File: config.mk
export PLATFORM = sky130hd
export DESIGN_NAME = mux2x1_stream_arbiter_flat
export DESIGN_NICKNAME = d
export VERILOG_FILES = /design/src/rtl/mux2x1_stream_arbiter_if.sv /design/src/rtl/mux2x1_stream_arbiter.sv /design/src/flat_wrapper.sv
export SDC_FILE = /design/constraint.sdc
export NUM_CORES = 1
export LEC_CHECK = 0
export CAP_MARGIN = 20
export CORE_AREA = 10 10 47 49
export DETAILED_ROUTE_END_ITERATION = 10
export DIE_AREA = 0 0 57 59
export GPL_TIMING_DRIVEN = 0
export PLACE_DENSITY_LB_ADDON = 0.3
export SLEW_MARGIN = 25
export SYNTH_ARGS = -nofsm -noshare
export SYNTH_HDL_FRONTEND = slang
export SYNTH_SLANG_ARGS = --single-unit
File: constraint.sdc
create_clock -name clk -period 1.5 [get_ports clk]
set_clock_uncertainty 0.05 [all_clocks]
set_input_delay 0.3 -clock clk [delete_from_list [all_inputs] [get_ports clk]]
set_output_delay 0.3 -clock clk [all_outputs]
set_load 0.01 [all_outputs]
File: src/rtl/mux2x1_stream_arbiter_if.sv
// Stream bundle for the two-input round-robin arbiter. The arbiter uses the
// slave modport. The upstream producers and the downstream consumer use the
// master modport.
interface mux2x1_stream_arbiter_if #(
  parameter int WIDTH = 1
);
  logic             in0_valid;
  logic [WIDTH-1:0] in0_data;
  logic             in0_ready;
  logic             in1_valid;
  logic [WIDTH-1:0] in1_data;
  logic             in1_ready;
  logic             out_valid;
  logic [WIDTH-1:0] out_data;
  logic             out_src;
  logic             out_ready;
  logic             sel;

  // Producer/consumer side: drives input words and downstream ready
  modport master (
    output in0_valid, in0_data, input in0_ready,
    output in1_valid, in1_data, input in1_ready,
    input  out_valid, out_data, out_src, sel,
    output out_ready
  );

  // Arbiter side
  modport slave (
    input  in0_valid, in0_data, output in0_ready,
    input  in1_valid, in1_data, output in1_ready,
    output out_valid, out_data, out_src, sel,
    input  out_ready
  );
endinterface

File: src/rtl/mux2x1_stream_arbiter.sv
// Two-input valid/ready round-robin arbiter with a single-entry output
// register. The registered sel tracks out_src so that it can steer a
// downstream 2:1 mux directly. The EMPTY/FULL state is carried by out_valid.
module mux2x1_stream_arbiter #(
  parameter int WIDTH = 1
) (
  input logic                   clk,
  input logic                   rst_n,
  mux2x1_stream_arbiter_if.slave bus
);
  logic             out_valid_reg;
  logic [WIDTH-1:0] out_data_reg;
  logic             out_src_reg;
  logic             sel_reg;
  logic             last_reg;

  logic can_load;
  logic grant0;
  logic grant1;
  logic ready0;
  logic ready1;
  logic accept0;
  logic accept1;

  // Round-robin grant. On a tie, the channel not served last wins.
  // Readies are gated by the free/draining slot and held low during reset.
  always_comb begin
    grant0   = bus.in0_valid && (!bus.in1_valid || last_reg);
    grant1   = bus.in1_valid && (!bus.in0_valid || !last_reg);
    can_load = !out_valid_reg || bus.out_ready;
    ready0   = rst_n && grant0 && can_load;
    ready1   = rst_n && grant1 && can_load;
    accept0  = bus.in0_valid && ready0;
    accept1  = bus.in1_valid && ready1;
  end

  // Output register. It loads on accept, empties on a consume with no
  // refill, and holds while stalled. Priority moves only on accept.
  always_ff @(posedge clk) begin
    if (!rst_n) begin
      out_valid_reg <= 1'b0;
      out_data_reg  <= '0;
      out_src_reg   <= 1'b0;
      sel_reg       <= 1'b0;
      last_reg      <= 1'b1;
    end else if (accept0 || accept1) begin
      out_valid_reg <= 1'b1;
      out_data_reg  <= accept1 ? bus.in1_data : bus.in0_data;
      out_src_reg   <= accept1;
      sel_reg       <= accept1;
      last_reg      <= accept1;
    end else if (bus.out_ready) begin
      out_valid_reg <= 1'b0;
    end
  end

  assign bus.in0_ready = ready0;
  assign bus.in1_ready = ready1;
  assign bus.out_valid = out_valid_reg;
  assign bus.out_data  = out_data_reg;
  assign bus.out_src   = out_src_reg;
  assign bus.sel       = sel_reg;
endmodule

File: src/flat_wrapper.sv
// flat-port wrapper written by rule: the top's interface ports become plain ports
module mux2x1_stream_arbiter_flat 
#(
  parameter int WIDTH = 1
)
  (clk, rst_n, bus_in0_valid, bus_in0_data, bus_in0_ready, bus_in1_valid, bus_in1_data, bus_in1_ready, bus_out_valid, bus_out_data, bus_out_src, bus_sel, bus_out_ready);
  mux2x1_stream_arbiter_if #(.WIDTH(WIDTH)) bus_i ();
  input logic clk;
  input logic rst_n;
  input wire logic [$bits(bus_i.in0_valid)-1:0] bus_in0_valid;
  input wire logic [$bits(bus_i.in0_data)-1:0] bus_in0_data;
  output wire logic [$bits(bus_i.in0_ready)-1:0] bus_in0_ready;
  input wire logic [$bits(bus_i.in1_valid)-1:0] bus_in1_valid;
  input wire logic [$bits(bus_i.in1_data)-1:0] bus_in1_data;
  output wire logic [$bits(bus_i.in1_ready)-1:0] bus_in1_ready;
  output wire logic [$bits(bus_i.out_valid)-1:0] bus_out_valid;
  output wire logic [$bits(bus_i.out_data)-1:0] bus_out_data;
  output wire logic [$bits(bus_i.out_src)-1:0] bus_out_src;
  output wire logic [$bits(bus_i.sel)-1:0] bus_sel;
  input wire logic [$bits(bus_i.out_ready)-1:0] bus_out_ready;
  assign bus_i.in0_valid = bus_in0_valid;
  assign bus_i.in0_data = bus_in0_data;
  assign bus_in0_ready = bus_i.in0_ready;
  assign bus_i.in1_valid = bus_in1_valid;
  assign bus_i.in1_data = bus_in1_data;
  assign bus_in1_ready = bus_i.in1_ready;
  assign bus_out_valid = bus_i.out_valid;
  assign bus_out_data = bus_i.out_data;
  assign bus_out_src = bus_i.out_src;
  assign bus_sel = bus_i.sel;
  assign bus_i.out_ready = bus_out_ready;
  mux2x1_stream_arbiter #(.WIDTH(WIDTH)) u_core (.clk(clk), .rst_n(rst_n), .bus(bus_i));
endmodule
==> reports/metrics.yaml, run 1 <==
sta:
  hold_ws_ns: 0.457
  max_slew.worst_pin.slew_ns: 0.248
  hold_violations: 0
  slew-limit-headroom_pct: 83.5
  setup_viol: 0
  finalSetupTns_ns: 0
  fin_crit_sh_pct: 95.3
  rsz0062_at_grt: "false"
  fmax_mhz: 700
  slew_violations: 0
  finalCriticalPeriod_ns: 1.43
synthesis:
  synthCells: 27
  syn_area_um2: 245
  yosys_warnings: 0
  ys_ff_latch: 4
  synth_top_area_share_pct: 32.7
  synth.top_cells.by_area: "dfxtp_1 (33%), a41oi_1 (11%), inv_1 (6.1%)"
  synth_top_area_cell: "dfxtp_1"
  syn-num-nets: 34
  ys_types: 18
  synth_seq_area_share_pct: 32.7
  synth_area_per_cell_um2: 9.08
cells_and_area:
  layout_common_cells: "dlygate4sd2_1 (7), inv_1 (4)"
  final_cells: 59
  drive_gt1_share_pct: 34.9
  n_antenna_cell: 0
  final_nets: 52
  layout_commonest_cell: "dlygate4sd2_1"
  syn2layout_area_growth_pct: 69.9
clocking:
  hold_buffers: 0
  cts-buffers-inserted: 3
  h-tree-depth: 1
  clkTransAtPathRegs_ns: 0.04
  cts_tree: "done"
  insertion_delay_ns: 0.24
  clock_path_buffers: 2
  clock-root-buffer: "clkbuf_4"
  clock-sinks: 4
status:
  outcome: "completed"
floorplan:
  fp.dieH_um: 59
  rows: 14
  core_area_um2: 1400
  ios: 13
  start_util_pct: 17.5
  die_w_um: 57
  dieArea_um2: 3360
setup_path:
  cp_data_arrival_time_ns: 1.08
  cp-endpoint: "bus_in0_ready"
  reg2reg_to: "u_core.bus.out_data"
  cp_max_fo: 5
  end_kind: "output pin"
  rrSetupSlack_ns: 0.26
  critPathLaunch: "bus_in1_valid"
  worstRegToRegCells: 4
  criticalPathCategory: "in -> out"
  required_ns: 1.15
  r2r-start: "u_core.bus.out_valid"
  startpoint_type: "input port"
route:
  post_drt_wl_per_cell_um: 11.5
  remaining_drc_errors: 0
  ant_nets: 0
  vias_per_cell: 4.47
  first_iter_violations: 7
  dr.pass1.iters: 4
  wirelength_um: 679
  num_vias: 264
grt:
  grt_pass1_vias: 236
  grt_pass1_wl_um: 1100
  grt_max_degree: 9
  antenna_found_initial: 0
  gr-total-overflow: 0
  track_usage_pct: 4.36
power_and_ir_drop:
  peakVddDrop_mv: 0.412
  power_density_nw_per_um2: 807
  p_leak_nw: 0.213
  power.total_mw: 0.336
flow_run:
  max_cap_viol_count: 0
place:
  dpl.hpwl_um: 533
  io_buffer_count: 12
  dp.cells: 55
  gp_congestion: 0.682
min_path:
  hold_path.class: "in -> reg"
-- cells in the mapped netlist (all sizes together) --
cell type  instances
a21oi              2
o21a               1
and2               1
o31a               1
nor2               1
o21ai              1
dfxtp              4
and3               1
buf                2
and4               3
inv                4
nand2              1
a41oi              3
nand2b             2
-- metrics by stage --
stage	worst slack [ns]	utilization (%)	cell area (µm²)
after global placement	-0.630	27.5	385
after global routing	0.0312	29.7	417
after detailed placement	-0.608	27.5	385
after floorplan	0.287	-	245
after CTS	0.00417	28.9	405
final	0.0707	29.7	417
-- what timing repair did --
| action | 4_1_cts | 5_1_grt |
|---|---|---|
| buffers inserted | 2 | 0 |
| gates resized for setup | 17 | 3 |
| endpoints found under the setup margin | 5 | 2 |
| cloned | 0 | 0 |
| pin swaps | 1 | 0 |
-- metal layers --
metal / global-route usage (%) / routed length (µm)
met1: 4.38 / 292
met2: 5.27 / 296
met3: 5.15 / 90
met4: 2.01 / 0
met5: 0 / 0
-- how the worst min path moves through the flow --
stage | start | endpoint | cells past startpoint
after floorplan | rst_n | u_core.last_reg | 1
after global placement | u_core.last_reg | u_core.last_reg | 2
after detailed placement | u_core.last_reg | u_core.last_reg | 2
after CTS | rst_n | u_core.last_reg | 2
after global routing | rst_n | u_core.last_reg | 2
final | rst_n | u_core.last_reg | 2
-- worst max-delay path, stage by stage --
cell and delay, ns:
dlygate4sd2_1 0.34, nand2b_4 0.09, and4_2 0.24, buf_6 0.12
-- area by class of cell --
cell class / count / area (µm²)
plain buffers: 1 / 7.51
clock buffers: 3 / 22.5
fillers: 165 / 985
inverters: 4 / 15.0
multi-input cells: 17 / 139
flip-flops and latches: 4 / 81.3
well taps: 16 / 20.0
repair buffers: 14 / 131
-- power by group --
group	total [mW]	switching, mW	internal, mW
Combinational	0.0783	0.0323	0.0460
Clock	0.136	0.0466	0.0897
Sequential	0.121	0.00615	0.115
-- cells by family after synthesis --
| logic type | share of synthesized area (%) |
|---|---|
| flops | 32.7 |
| simple gates | 30.1 |
| buf+inv | 13.8 |
| compound gates | 23.5 |
No activity file was read; power rests on OpenSTA's default activity.
==> run 2, diff against run 1 <==
Settings changed: ABC_CLOCK_PERIOD_IN_PS set to 1500.
==> results of run 2 <==
Final layout, timing and power as in run 1 (identical DEF).
